[src/rtl/mac_isa_encoder.sv]
// Packs ctrl/opa/opb into tagged 32-bit words queued in a DEPTH-entry FIFO; head visible the cycle after a push.
// Backpressure: in_ready drops when full or flushing; en=0 hides the head and blocks pops. Option: ISA_ENC_CHECKSUM_EN.
module mac_isa_encoder #(
   parameter int DEPTH = 4
) (
   input  logic                     Clk,
   input  logic                     rst,
   input  logic                     en,
   input  logic                     flush,
   input  logic                     in_valid,
   output logic                     in_ready,
   input  logic [7:0]               in_ctrl,
   input  logic [7:0]               in_opa,
   input  logic [7:0]               in_opb,
   output logic [31:0]              instr_out,
   output logic                     instr_valid,
   input  logic                     instr_ready,
   output logic [$clog2(DEPTH):0]   fifo_count
);

   localparam int PTR_W = $clog2(DEPTH);
   localparam int CNT_W = PTR_W + 1;

   logic [31:0]      mem [DEPTH];
   logic [PTR_W:0]   wr_ptr;
   logic [PTR_W:0]   rd_ptr;
   logic [3:0]       seq;
   logic [3:0]       chk;
   logic [31:0]      word;
   logic             full;
   logic             empty;
   logic             push;
   logic             pop;

   // Pointers carry one extra MSB so full and empty are distinguishable when the indices match.
   assign empty = (wr_ptr == rd_ptr);
   assign full  = (wr_ptr[PTR_W] != rd_ptr[PTR_W]) &&
                  (wr_ptr[PTR_W-1:0] == rd_ptr[PTR_W-1:0]);

   assign in_ready    = rst & ~full & ~flush;
   assign push        = in_valid & in_ready;
   assign instr_valid = en & ~empty;
   assign pop         = instr_valid & instr_ready;
   assign fifo_count  = CNT_W'(wr_ptr - rd_ptr);
   assign instr_out   = empty ? 32'h0 : mem[rd_ptr[PTR_W-1:0]];

`ifdef ISA_ENC_CHECKSUM_EN
   assign chk = in_ctrl[7:4] ^ in_ctrl[3:0] ^ in_opa[7:4] ^ in_opa[3:0] ^
                in_opb[7:4] ^ in_opb[3:0] ^ seq;
`else
   assign chk = 4'h0;
`endif

   assign word = {in_ctrl, in_opa, in_opb, seq, chk};

   always_ff @(posedge Clk or negedge rst) begin
      if (!rst) begin
         wr_ptr <= '0;
         rd_ptr <= '0;
         seq    <= 4'h0;
         for (int i = 0; i < DEPTH; i++) begin
            mem[i] <= 32'h0;
         end
      end else if (flush) begin
         // Flush wins over any push or pop presented on the same edge.
         wr_ptr <= '0;
         rd_ptr <= '0;
         seq    <= 4'h0;
      end else begin
         if (push) begin
            mem[wr_ptr[PTR_W-1:0]] <= word;
            wr_ptr                 <= wr_ptr + (PTR_W+1)'(1);
            seq                    <= seq + 4'h1;
         end
         if (pop) begin
            rd_ptr <= rd_ptr + (PTR_W+1)'(1);
         end
      end
   end

endmodule
[config.mk]
export PLATFORM = sky130hd
export DESIGN_NAME = mac_isa_encoder
export DESIGN_NICKNAME = d
export VERILOG_FILES = /design/src/rtl/mac_isa_encoder.sv
export SDC_FILE = /design/constraint.sdc
export NUM_CORES = 1
export LEC_CHECK = 0
export BUFFER_PORTS_ARGS = -buffer_cell sky130_fd_sc_hd__buf_2
export CAP_MARGIN = 10
export CORE_MARGIN = 5
export CORE_UTILIZATION = 63
export CTS_CLUSTER_SIZE = 40
export DETAILED_ROUTE_END_ITERATION = 10
export PLACE_DENSITY = 0.95
export SLEW_MARGIN = 0
export SYNTH_ARGS = -nofsm -noshare
export SYNTH_HDL_FRONTEND = slang
export SYNTH_SLANG_ARGS = --single-unit
[constraint.sdc]
create_clock -name Clk -period 3.87 [get_ports Clk]
set_input_delay 0.774 -clock Clk [delete_from_list [all_inputs] [get_ports Clk]]
set_output_delay 0.774 -clock Clk [all_outputs]
set_load 0.005 [all_outputs]
==> Flow_metrics.wiki, run 1 <==
{| class="wikitable"
! Metric !! Value
|-
| Max VDD drop || 256 uV
|-
| Die Wd || 108 um
|-
| Synthesized instance count || 376
|-
| Leak Pwr || 3.31 nW
|-
| Clock tree from TritonCTS || yes
|-
| Post-layout net count || 484
|-
| Final slew viol count || 0
|-
| Post-CTS setup repair buffer count || 0
|-
| Clock network fraction of design power || 38.8%
|-
| Leading cell types by total area after synthesis || dfrtp_1 50%, mux2_4 17%, mux4_2 10%, mux2_2 8.7%, nor2b_1 3.4%
|-
| Fraction of met1 tracks used by global routing || 33.1%
|-
| Run status || completed
|-
| Critical Path End Type || output port
|-
| Sum of net half-perimeters after detailed placement || 8200 um
|-
| Clock transition at path regs || 0.06 ns
|-
| Count of antenna-violating nets left after detailed routing || 0
|-
| Sequential share of power || 43.2%
|-
| Number of global-route vias before repair || 4,015
|-
| Number of CTS-inserted buffers || 17
|-
| Initial antenna violation count || 0
|-
| Maximum clock path buffer count || 2
|-
| Fraction of synthesis flops using an asynchronous set or reset pin || 100%
|-
| Period minus WS final || 3.27 ns
|-
| Maximum capacitance violations || 0
|-
| Class of the most critical setup path || reg -> out
|-
| Most instantiated cells after synthesis || 122 x dfrtp_1, 69 x mux2_4, 47 x mux2_2
|-
| Global-route usage over all layers || 26.1%
|-
| Clk sinks || 122
|-
| Met2 track utilization from global routing || 42.6%
|-
| Fraction of power consumed by combinational cells || 17.9%
|-
| Power density over the cells || 541 nW/um^2
|-
| I/O pin count || 67
|-
| Number of gates resized after cts || 0
|-
| Num rows || 35
|-
| Setup repair after global routing missed its margin || no
|-
| Clk_skew || 0.00648 ns
|-
| Number of flops mapped to enable cells by yosys || 0
|-
| Dominant register cell in the synthesized netlist || dfrtp_1
|-
| Count of state elements after synthesis || 122
|-
| Filler cells || 522
|-
| Fraction of post-synthesis cell area in the top cell type by area || 50.4%
|-
| Detail-routed net length per standard cell || 23.7 um
|-
| Worst Path Max Fanout || 21
|-
| Top Usage Layer GRT || met2
|-
| Cell with the most instances after synthesis || dfrtp_1
|-
| Congestion Overflow GR || 0
|-
| Clock network latency to the later pin of the worst-skew pair || 0.52 ns
|-
| Largest net degree at the start of global routing || 68
|-
| Total number of vias || 3,464
|-
| Violation count after the first detailed-routing iteration || 315
|-
| Sw power || 0.927 mW
|-
| Worst Max-Slew Pin Slew || 0.835 ns
|-
| Routability-driven placement congestion ratio || 0.800
|-
| Number of search-and-repair iterations in the first detailed-routing pass || 4
|-
| Routed wire length || 13,800 um
|-
| Master cell of the clock root buffer || clkbuf_8
|-
| Startpoint of the lowest-slack register-to-register path || rd_ptr[0]$_DFFE_PN0P_
|-
| Synthesis Warnings || 0
|-
| Worst reg2reg setup slack || 1.23 ns
|-
| Wire length of the first global-routing pass || 22,500 um
|-
| DIE AREA || 11,700 um^2
|-
| Internal power component || 2.84 mW
|-
| Critical R2R Capture || mem[95]$_DFFE_PN0P_
|-
| M3 GR Usage || 6.75%
|-
| DRC violation count after routing || 0
|-
| Required time of the critical path || 3.10 ns
|-
| Headroom to the max-slew limit || 44.3%
|-
| Top achievable clock speed || 306 MHz
|-
| Effective utilization at floorplan || 65.2%
|-
| Ratio of routed vias to standard cells || 5.95
|-
| Number of levels the H-tree was split into || 4
|-
| Area growth, synth to finish || 15.0%
|-
| Chip Height || 108 um
|-
| Final setup vio count || 0
|-
| Worst Setup Start Kind || flop
|-
| Leading area contributor after synthesis || dfrtp_1
|-
| Worst hold-check slack || 0.491 ns
|-
| Final Hold Fails || 0
|-
| Sw Share || 24.6%
|-
| IO buf count || 62
|-
| Layout cells sized above 1 || 55.2%
|-
| Placeable Area || 9280 um^2
|-
| Fraction of the cycle the final worst path needs || 84.6%
|-
| Setup Total Neg Slack || 0 ns
|-
| Distinct cells, synth || 26
|-
| Class of the worst hold path || in -> async
|-
| Hold-fix buffers at CTS || 0
|-
| Post-Syn Area per Cell || 16.1 um^2
|-
| Sequential fraction of the synthesis area || 50.4%
|-
| Worst setup startpoint || rd_ptr[0]$_DFFE_PN0P_
|-
| Antenna diode instance count || 0
|-
| Depth of the worst register-to-register path || 5
|-
| Post-synthesis cell area || 6050 um^2
|-
| Arrival time reported for the critical path endpoint || 2.50 ns
|}
-- registers in the layout, indices dropped and copies added, names as in the netlist --
name    flops
mem       112
wr_ptr      3
rd_ptr      3
seq         4
-- metal layers --
metal  vias to the layer above  part of all wire (%)
li1                       1484                     -
met4                         0                   2.2
met5                         -                     0
met3                        26                   6.1
met2                       130                    51
met1                      1824                    40
-- how the worst max path moves through the flow --
stage | slack [ns] | depth (start not counted) | endpoint
floorplan | 1.10 | 8 | instr_out[25]
global placement | 1.17 | 4 | instr_out[31]
detailed placement | 1.07 | 5 | mem[74]$_DFFE_PN0P_
CTS | 0.53 | 4 | instr_out[23]
global route | 0.45 | 4 | instr_out[30]
finish | 0.60 | 4 | instr_out[23]
-- per-stage QoR --
step / setup slack, ns / std cells / power (mW) / instance area (um^2) / util [%]
CTS: 0.534 / 582 / 3.78 / 6960 / 75.0
floorplan: 1.10 / 379 / 2.08 / 6060 / -
finish: 0.597 / 582 / 3.76 / 6960 / 75.0
detailed placement: 1.07 / 555 / 2.30 / 6430 / 69.3
global placement: 1.17 / 555 / 2.24 / 6430 / 69.3
global route: 0.451 / 582 / 3.91 / 6960 / 75.0
-- kinds of logic (layout without fill, tap and decap cells) --
| kind of cell | Yosys count | after routing | share of synthesized area (%) |
|---|---|---|---|
| AND/OR/NAND/NOR | 49 | 49 | 4.49 |
| adder cells (fa/ha/maj) | 9 | 9 | 1.98 |
| AO/OA/AOI/OAI | 9 | 9 | 1.38 |
| buffers and inverters | 32 | 106 | 3.68 |
| flip-flops | 122 | 122 | 50.4 |
| XOR/XNOR | 4 | 4 | 0.703 |
| multiplexers | 150 | 150 | 37.3 |
| other | 1 | 4 | 0.0619 |
-- placed cells by master, fill, tap and decap left out, types with 3 or more instances in the layout --
cell type	instances
nor2_1	3
buf_4	12
o2111a_2	4
clkbuf_8	6
nor2b_1	33
mux4_2	28
ha_1	8
conb_1	4
dfrtp_1	121
buf_2	61
mux2_4	69
inv_1	6
mux2_2	47
clkbuf_16	16
mux2i_1	6
nand2_1	9
-- layout make-up --
| class | instances | area, um^2 | area share (%) |
|---|---|---|---|
| Multi-Input combinational cell | 225 | 2800 | 40.2 |
| Tap cell | 129 | 161 | 2.32 |
| Clock inverter | 3 | 40.0 | 0.575 |
| Timing Repair Buffer | 73 | 395 | 5.68 |
| Inverter | 6 | 22.5 | 0.324 |
| Sequential cell | 122 | 3050 | 43.9 |
| Clock buffer | 24 | 490 | 7.05 |
-- worst max-delay path, cell delays in order (launching register included) --
cell,delay (ns)
dfrtp_2,0.59
buf_4,0.47
mux4_2,0.58
nor2b_1,0.16
buf_2,0.15
-- power by group through the flow --
stage | Sequential, mW | Clock (mW) | Combinational (mW)
global route | 1.65 | 1.53 | 0.724
detailed placement | 1.63 | 0 | 0.664
global placement | 1.61 | 0 | 0.631
finish | 1.63 | 1.46 | 0.675
CTS | 1.63 | 1.47 | 0.682
floorplan | 1.58 | 0 | 0.498
(Power assumes the default switching activity.)
==> run 2: changes to the inputs <==
CORE_UTILIZATION = 53   (was 63)
PLACE_DENSITY = 0.87   (was 0.95)
clock period = 2.86 ns   (was 3.87 ns; I/O delays follow)
==> Flow_metrics.wiki, run 2 (synthesis results as in run 1) <==
{| class="wikitable"
! Metric !! Value
|-
| Global-route usage over all layers || 20.6% (-5.5 points)
|-
| Chip Height || 117 um (+8.2%)
|-
| Max VDD drop || 520 uV (+100%)
|-
| Fraction of the cycle the final worst path needs || 90.9%
|-
| Clk sinks || 122 (unchanged)
|-
| Number of global-route vias before repair || 3,872 (-3.6%)
|-
| Critical Path End Type || output port
|-
| Violation count after the first detailed-routing iteration || 205 (-35%)
|-
| Final standard cell utilization of the core || 62.2% (-13 points)
|-
| Clock tree from TritonCTS || yes
|-
| Worst Path Max Fanout || 31 (+48%)
|-
| Leak Pwr || 3.34 nW (+0.88%)
|-
| Largest registers || mem (112), seq (4)
|-
| Number of levels the H-tree was split into || 4 (unchanged)
|-
| Routed wire length || 13,000 um (-5.7%)
|-
| Standard cell area after detailed placement || 6480 um^2 (+0.74%)
|-
| Layout cells sized above 1 || 56.2% (+0.97 points)
|-
| Clock network fraction of design power || 38.8% (about the same)
|-
| Category of cells accounting for the largest share of critical-path delay || multiplexers
|-
| Routability-driven placement congestion ratio || 0.817 (+2.2%)
|-
| Die Wd || 117 um (+8.2%)
|-
| Sequential share of power || 43.0% (-0.2 points)
|-
| Sw power || 1.26 mW (+36%)
|-
| Maximum capacitance violations || 0 (unchanged)
|-
| CP cell instances || buf_6 -> mux4_2 -> nor2b_1 -> buf_2
|-
| Period minus WS final || 2.60 ns
|-
| Ratio of routed vias to standard cells || 5.64 (-5.2%)
|-
| DIE AREA || 13,700 um^2 (+17%)
|-
| Reg area || 3050 um^2 (unchanged)
|-
| Wire length of the first global-routing pass || 20,900 um (-7.0%)
|-
| Hold-fix buffers at CTS || 0 (unchanged)
|-
| Master cell of the clock root buffer || clkbuf_16
|-
| Number of search-and-repair iterations in the first detailed-routing pass || 6 (+2)
|-
| Effective utilization at floorplan || 53.5% (-12 points)
|-
| Area growth, synth to finish || 16.4%
|-
| Number of flip-flops under the largest register name || 112 (unchanged)
|-
| Number of CTS-inserted buffers || 17 (unchanged)
|-
| Largest net degree at the start of global routing || 69 (+1.5%)
|-
| Required time of the critical path || 2.29 ns (-0.81 ns)
|-
| DRC violation count after routing || 0 (unchanged)
|-
| Filler cells || 841 (+61%)
|-
| Congestion Overflow GR || 0 (unchanged)
|-
| Power density over the cells || 721 nW/um^2 (+33%)
|-
| Depth of the worst register-to-register path || 7 (+2)
|-
| Setup Total Neg Slack || 0 ns (unchanged)
|-
| Clock network latency to the later pin of the worst-skew pair || 0.41 ns (-0.11 ns)
|-
| Final Hold Fails || 0 (unchanged)
|-
| Commonest non-fill, non-tap cell in the layout || dfrtp_1
|-
| Filler-free cell count of the finished design || 606 (+4.1%)
|-
| Final setup vio count || 0 (unchanged)
|-
| Clock transition at path regs || 0.05 ns (about the same)
|-
| Class of the most critical setup path || reg -> out
|-
| Sw Share || 24.7% (+0.11 points)
|-
| WP depth || 4 (unchanged)
|-
| Count of antenna-violating nets left after detailed routing || 0 (unchanged)
|-
| Clk_skew || 0.00741 ns (+0.000929 ns)
|-
| Footprint of the multi-input gates || 2800 um^2 (+0.18%)
|-
| Antenna diode instance count || 0 (unchanged)
|-
| Initial antenna violation count || 1 (+1)
|-
| Internal power component || 3.82 mW (+35%)
|-
| Sum of net half-perimeters after detailed placement || 8060 um (-1.7%)
|-
| Total number of vias || 3,420 (-1.3%)
|-
| Arrival time reported for the critical path endpoint || 2.03 ns (-0.47 ns)
|-
| Setup repair after global routing missed its margin || no
|-
| I/O pin count || 67 (unchanged)
|-
| Headroom to the max-slew limit || 44.2% (-0.16 points)
|-
| Top achievable clock speed || 385 MHz
|-
| Final slew viol count || 0 (unchanged)
|-
| Biggest register || mem
|-
| Detail-routed net length per standard cell || 21.5 um (-9.5%)
|-
| Worst reg2reg setup slack || 0.66 ns (-0.57 ns)
|-
| Most used cells in the layout excluding fill and tap cells || 121 x dfrtp_1, 69 x mux2_4, 61 x buf_2, 47 x mux2_2, 33 x nor2b_1
|-
| Worst Max-Slew Pin Slew || 0.837 ns (+0.00233 ns)
|-
| Total buffers and inverters traversed by the critical path || 2 (unchanged)
|-
| Instance count after placement with tap cells included || 573 (+3.2%)
|-
| Post-layout net count || 490 (+1.2%)
|-
| Class of the worst hold path || in -> async
|-
| Num rows || 39 (+11%)
|-
| Cell type of the slowest stage on the worst timing path || mux4_2
|-
| Worst Setup Start Kind || flop
|-
| Run status || completed
|-
| IO buf count || 62 (unchanged)
|-
| Final design instance area without fill || 7050 um^2 (+1.2%)
|-
| Maximum clock path buffer count || 2 (unchanged)
|-
| Fraction of power consumed by combinational cells || 18.2% (+0.3 points)
|-
| Placeable Area || 11,300 um^2 (+22%)
|-
| Max incr delay on CP || 0.57 ns (-0.02 ns)
|}
-- run 2: path summary, 6_finish.rpt --
path                                        from                    to
setup / recovery           rd_ptr[0]$_DFFE_PN0P_         instr_out[13]
hold / removal                               rst  mem[104]$_DFFE_PN0P_
setup reg to reg           wr_ptr[0]$_DFFE_PN0P_  mem[127]$_DFFE_PN0P_
hold reg to reg              mem[54]$_DFFE_PN0P_   mem[54]$_DFFE_PN0P_
max in group asynchronous                    rst   mem[86]$_DFFE_PN0P_
min in group Clk                       in_opb[2]  mem[106]$_DFFE_PN0P_
-- run 2: worst reg2reg max path, stage by stage, from the launching register on --
cell,delay [ns]
dfrtp_1,0.42
inv_1,0.11
ha_1,0.32
nand2_1,0.13
buf_4,0.17
o2111a_2,0.20
buf_4,0.33
mux2_2,0.38
-- run 2: power groups by stage --
stage	registers, mW	clock network (mW)	logic [mW]
after detailed placement	2.20	0	0.911
after floorplan	2.14	0	0.673
final	2.18	1.97	0.924
after global routing	2.21	2.09	0.995
after CTS	2.18	2.00	0.938
after global placement	2.17	0	0.876
-- run 2: layer usage --
metal	wire length, um	vias to the layer above	track usage [%]
met5	13	-	0
met4	182	2	7.49
met3	547	17	5.60
met2	6840	77	34.9
met1	5420	1821	25.5
li1	-	1503	-
-- run 2: repair_timing --
item                                    CTS  global route
gates resized for setup                   1             1
endpoints found under the setup margin   29            11
setup buffers                             2             0
endpoints found under the hold margin     0             0
pin swaps                                 1             0
-- run 2: cell type report --
type	count	area share [%]
clock inverters	11	1.40
inverters	6	0.320
repair buffers	79	6.30
well taps	143	2.54
multi-input cells	225	39.8
flip-flops and latches	122	43.3
clock buffers	20	6.34
-- run 2: metrics by stage --
step           hold slack (ns)  setup slack [ns]  power [mW]
2_1_floorplan            0.276             0.294        2.81
3_3_place_gp             0.484             0.277        3.05
3_5_place_dp             0.490             0.142        3.11
4_1_cts                  0.349            0.0697        5.11
5_1_grt                  0.376             0.137        5.30
6_report                 0.324             0.260        5.08
==> run 3: changes to the inputs <==
CORE_UTILIZATION = 59   (was 53)
PLACE_DENSITY = 0.91   (was 0.87)
clock period = 2.7 ns   (was 2.86 ns; I/O delays follow)
==> Flow_metrics.wiki, run 3 (synthesis results as in run 1) <==
{| class="wikitable"
! Metric !! Value
|-
| Count of antenna-violating nets left after detailed routing || 0 (unchanged)
|-
| Clock network fraction of design power || 40.6% (+1.8 points)
|-
| Final slew viol count || 0 (unchanged)
|-
| Period minus WS final || 2.61 ns
|-
| Wire length of the first global-routing pass || 21,900 um (+4.4%)
|-
| Class of the worst hold path || in -> async
|-
| Fraction of power consumed by combinational cells || 17.7% (-0.5 points)
|-
| Worst Path Max Fanout || 11 (-65%)
|-
| Max VDD drop || 509 uV (-2.2%)
|-
| Maximum clock path buffer count || 2 (unchanged)
|-
| IO buf count || 62 (unchanged)
|-
| Area growth, synth to finish || 17.8%
|-
| Commonest non-fill, non-tap cell in the layout || dfrtp_1
|-
| DRC violation count after routing || 0 (unchanged)
|-
| Clk_skew || 0.00971 ns (+0.00230 ns)
|-
| Number of flip-flops under the largest register name || 112 (unchanged)
|-
| DIE AREA || 12,400 um^2 (-9.3%)
|-
| Run status || completed
|-
| Ratio of routed vias to standard cells || 5.78 (+2.4%)
|-
| Fraction of the cycle the final worst path needs || 96.5%
|-
| Master cell of the clock root buffer || clkbuf_8
|-
| Chip Height || 111 um (-4.8%)
|-
| Required time of the critical path || 2.16 ns (-0.13 ns)
|-
| Worst reg2reg setup slack || 0.67 ns (about the same)
|-
| Sw power || 1.32 mW (+5.4%)
|-
| Max incr delay on CP || 0.57 ns (about the same)
|-
| Clock tree from TritonCTS || yes
|-
| CP cell instances || buf_6 -> mux4_2 -> nor2b_1 -> buf_2
|-
| Layout cells sized above 1 || 56.5% (+0.31 points)
|-
| Total number of vias || 3,468 (+1.4%)
|-
| Worst hold-check slack || 0.214 ns (-0.110 ns)
|-
| Routability-driven placement congestion ratio || 0.899 (+10%)
|-
| Congestion Overflow GR || 0 (unchanged)
|-
| Detail-routed net length per standard cell || 22.2 um (+3.5%)
|-
| Category of cells accounting for the largest share of critical-path delay || multiplexers
|-
| Final standard cell utilization of the core || 70.0% (+7.7 points)
|-
| Clock transition at path regs || 0.06 ns (about the same)
|-
| Most used cells in the layout excluding fill and tap cells || 121 x dfrtp_1, 69 x mux2_4, 61 x buf_2, 47 x mux2_2, 33 x nor2b_1
|-
| Sum of net half-perimeters after detailed placement || 8040 um (-0.26%)
|-
| Hold-fix buffers at CTS || 0 (unchanged)
|-
| Power density over the cells || 781 nW/um^2 (+8.3%)
|-
| Total buffers and inverters traversed by the critical path || 2 (unchanged)
|-
| Class of the most critical setup path || reg -> out
|-
| Total chip power || 5.56 mW (+9.6%)
|-
| Arrival time reported for the critical path endpoint || 2.07 ns (+0.04 ns)
|-
| Number of search-and-repair iterations in the first detailed-routing pass || 4 (-2)
|-
| Placeable Area || 10,200 um^2 (-10%)
|-
| Cell type of the slowest stage on the worst timing path || mux4_2
|-
| Clock network latency to the later pin of the worst-skew pair || 0.52 ns (+0.11 ns)
|-
| Initial antenna violation count || 0 (-1)
|-
| Leak Pwr || 3.38 nW (+1.2%)
|-
| Top achievable clock speed || 384 MHz
|-
| Violation count after the first detailed-routing iteration || 262 (+28%)
|-
| Post-layout net count || 491 (+0.20%)
|-
| Sw Share || 23.8% (-0.95 points)
|-
| Num rows || 37 (-5.1%)
|-
| Largest registers || mem (112), seq (4)
|-
| Sequential share of power || 41.7% (-1.3 points)
|-
| Clk sinks || 122 (unchanged)
|-
| I/O pin count || 67 (unchanged)
|-
| Maximum capacitance violations || 0 (unchanged)
|-
| Worst Setup Start Kind || flop
|-
| Number of global-route vias before repair || 3,982 (+2.8%)
|-
| Internal power component || 4.24 mW (+11%)
|-
| Critical Path End Type || output port
|-
| Biggest register || mem
|-
| Effective utilization at floorplan || 59.4% (+6.0 points)
|-
| Routed wire length || 13,300 um (+2.5%)
|-
| Setup Total Neg Slack || 0 ns (unchanged)
|-
| Number of levels the H-tree was split into || 4 (unchanged)
|-
| Number of CTS-inserted buffers || 17 (unchanged)
|-
| Largest net degree at the start of global routing || 65 (-5.8%)
|-
| Final setup vio count || 0 (unchanged)
|-
| Worst Max-Slew Pin Slew || 0.805 ns (-0.0319 ns)
|-
| Antenna diode instance count || 0 (unchanged)
|-
| Setup repair after global routing missed its margin || no
|-
| Global-route usage over all layers || 22.9% (+2.3 points)
|-
| Headroom to the max-slew limit || 46.3% (+2.1 points)
|-
| Die Wd || 111 um (-4.8%)
|-
| Final Hold Fails || 0 (unchanged)
|}
[run 3: cell count changes in the layout (fill, tap and decap cells not counted), moves of 2 or more]
cell        change
clkbuf_8        +3
buf_4           -2
bufinv_16       +2
clkinv_4        -2
clkinvlp_4      -2
[run 3: repair_timing]
action / CTS / global route
hold endpoints to repair: 0 / 0
gates resized for setup: 7 / 1
setup buffers: 2 / 1
endpoints found under the setup margin: 28 / 22
[run 3: final timing paths]
| check | endpoint | cells past startpoint | startpoint |
|---|---|---|---|
| worst max register to register | mem[54]$_DFFE_PN0P_ | 4 | rd_ptr[2]$_DFFE_PN0P_ |
| max in group asynchronous | mem[123]$_DFFE_PN0P_ | 2 | rst |
| worst max-delay path | instr_out[7] | 4 | rd_ptr[0]$_DFFE_PN0P_ |
| worst min register to register | mem[16]$_DFFE_PN0P_ | 1 | mem[16]$_DFFE_PN0P_ |
| min in group Clk | mem[47]$_DFFE_PN0P_ | 2 | in_opb[7] |
| worst min-delay path | mem[95]$_DFFE_PN0P_ | 2 | rst |
[run 3: per-layer routing]
metal | global-route usage [%] | part of all wire [%] | up-vias
li1 | - | - | 1498
met1 | 28.4 | 42 | 1839
met2 | 37.6 | 51 | 100
met3 | 6.39 | 4.0 | 31
met4 | 10.1 | 2.8 | 0
met5 | 0 | 0 | -
[run 3: final cells by class]
class,count,area (um^2)
clock buffer,23,467
clock inverter,8,118
fill,642,3060
inverter,6,22.5
multi-input combinational,225,2820
sequential,122,3050
tap,136,170
timing repair buffer,80,475
[run 3: stage by stage]
| step | std cells | setup slack (ns) | area, um^2 |
|---|---|---|---|
| 5_1_grt | 600 | 0.0291 | 7130 |
| 3_5_place_dp | 566 | 0.463 | 6480 |
| 4_1_cts | 599 | 0.0237 | 7110 |
| 3_3_place_gp | 566 | 0.492 | 6480 |
| 2_1_floorplan | 379 | 0.166 | 6060 |
| 6_report | 600 | 0.0936 | 7130 |
[run 3: power groups by stage]
| stage | registers, mW | logic, mW | clock network (mW) |
|---|---|---|---|
| after floorplan | 2.27 | 0.713 | 0 |
| after global placement | 2.31 | 0.921 | 0 |
| after detailed placement | 2.33 | 0.963 | 0 |
| after CTS | 2.32 | 0.993 | 2.28 |
| after global routing | 2.35 | 1.06 | 2.38 |
| final | 2.32 | 0.985 | 2.26 |
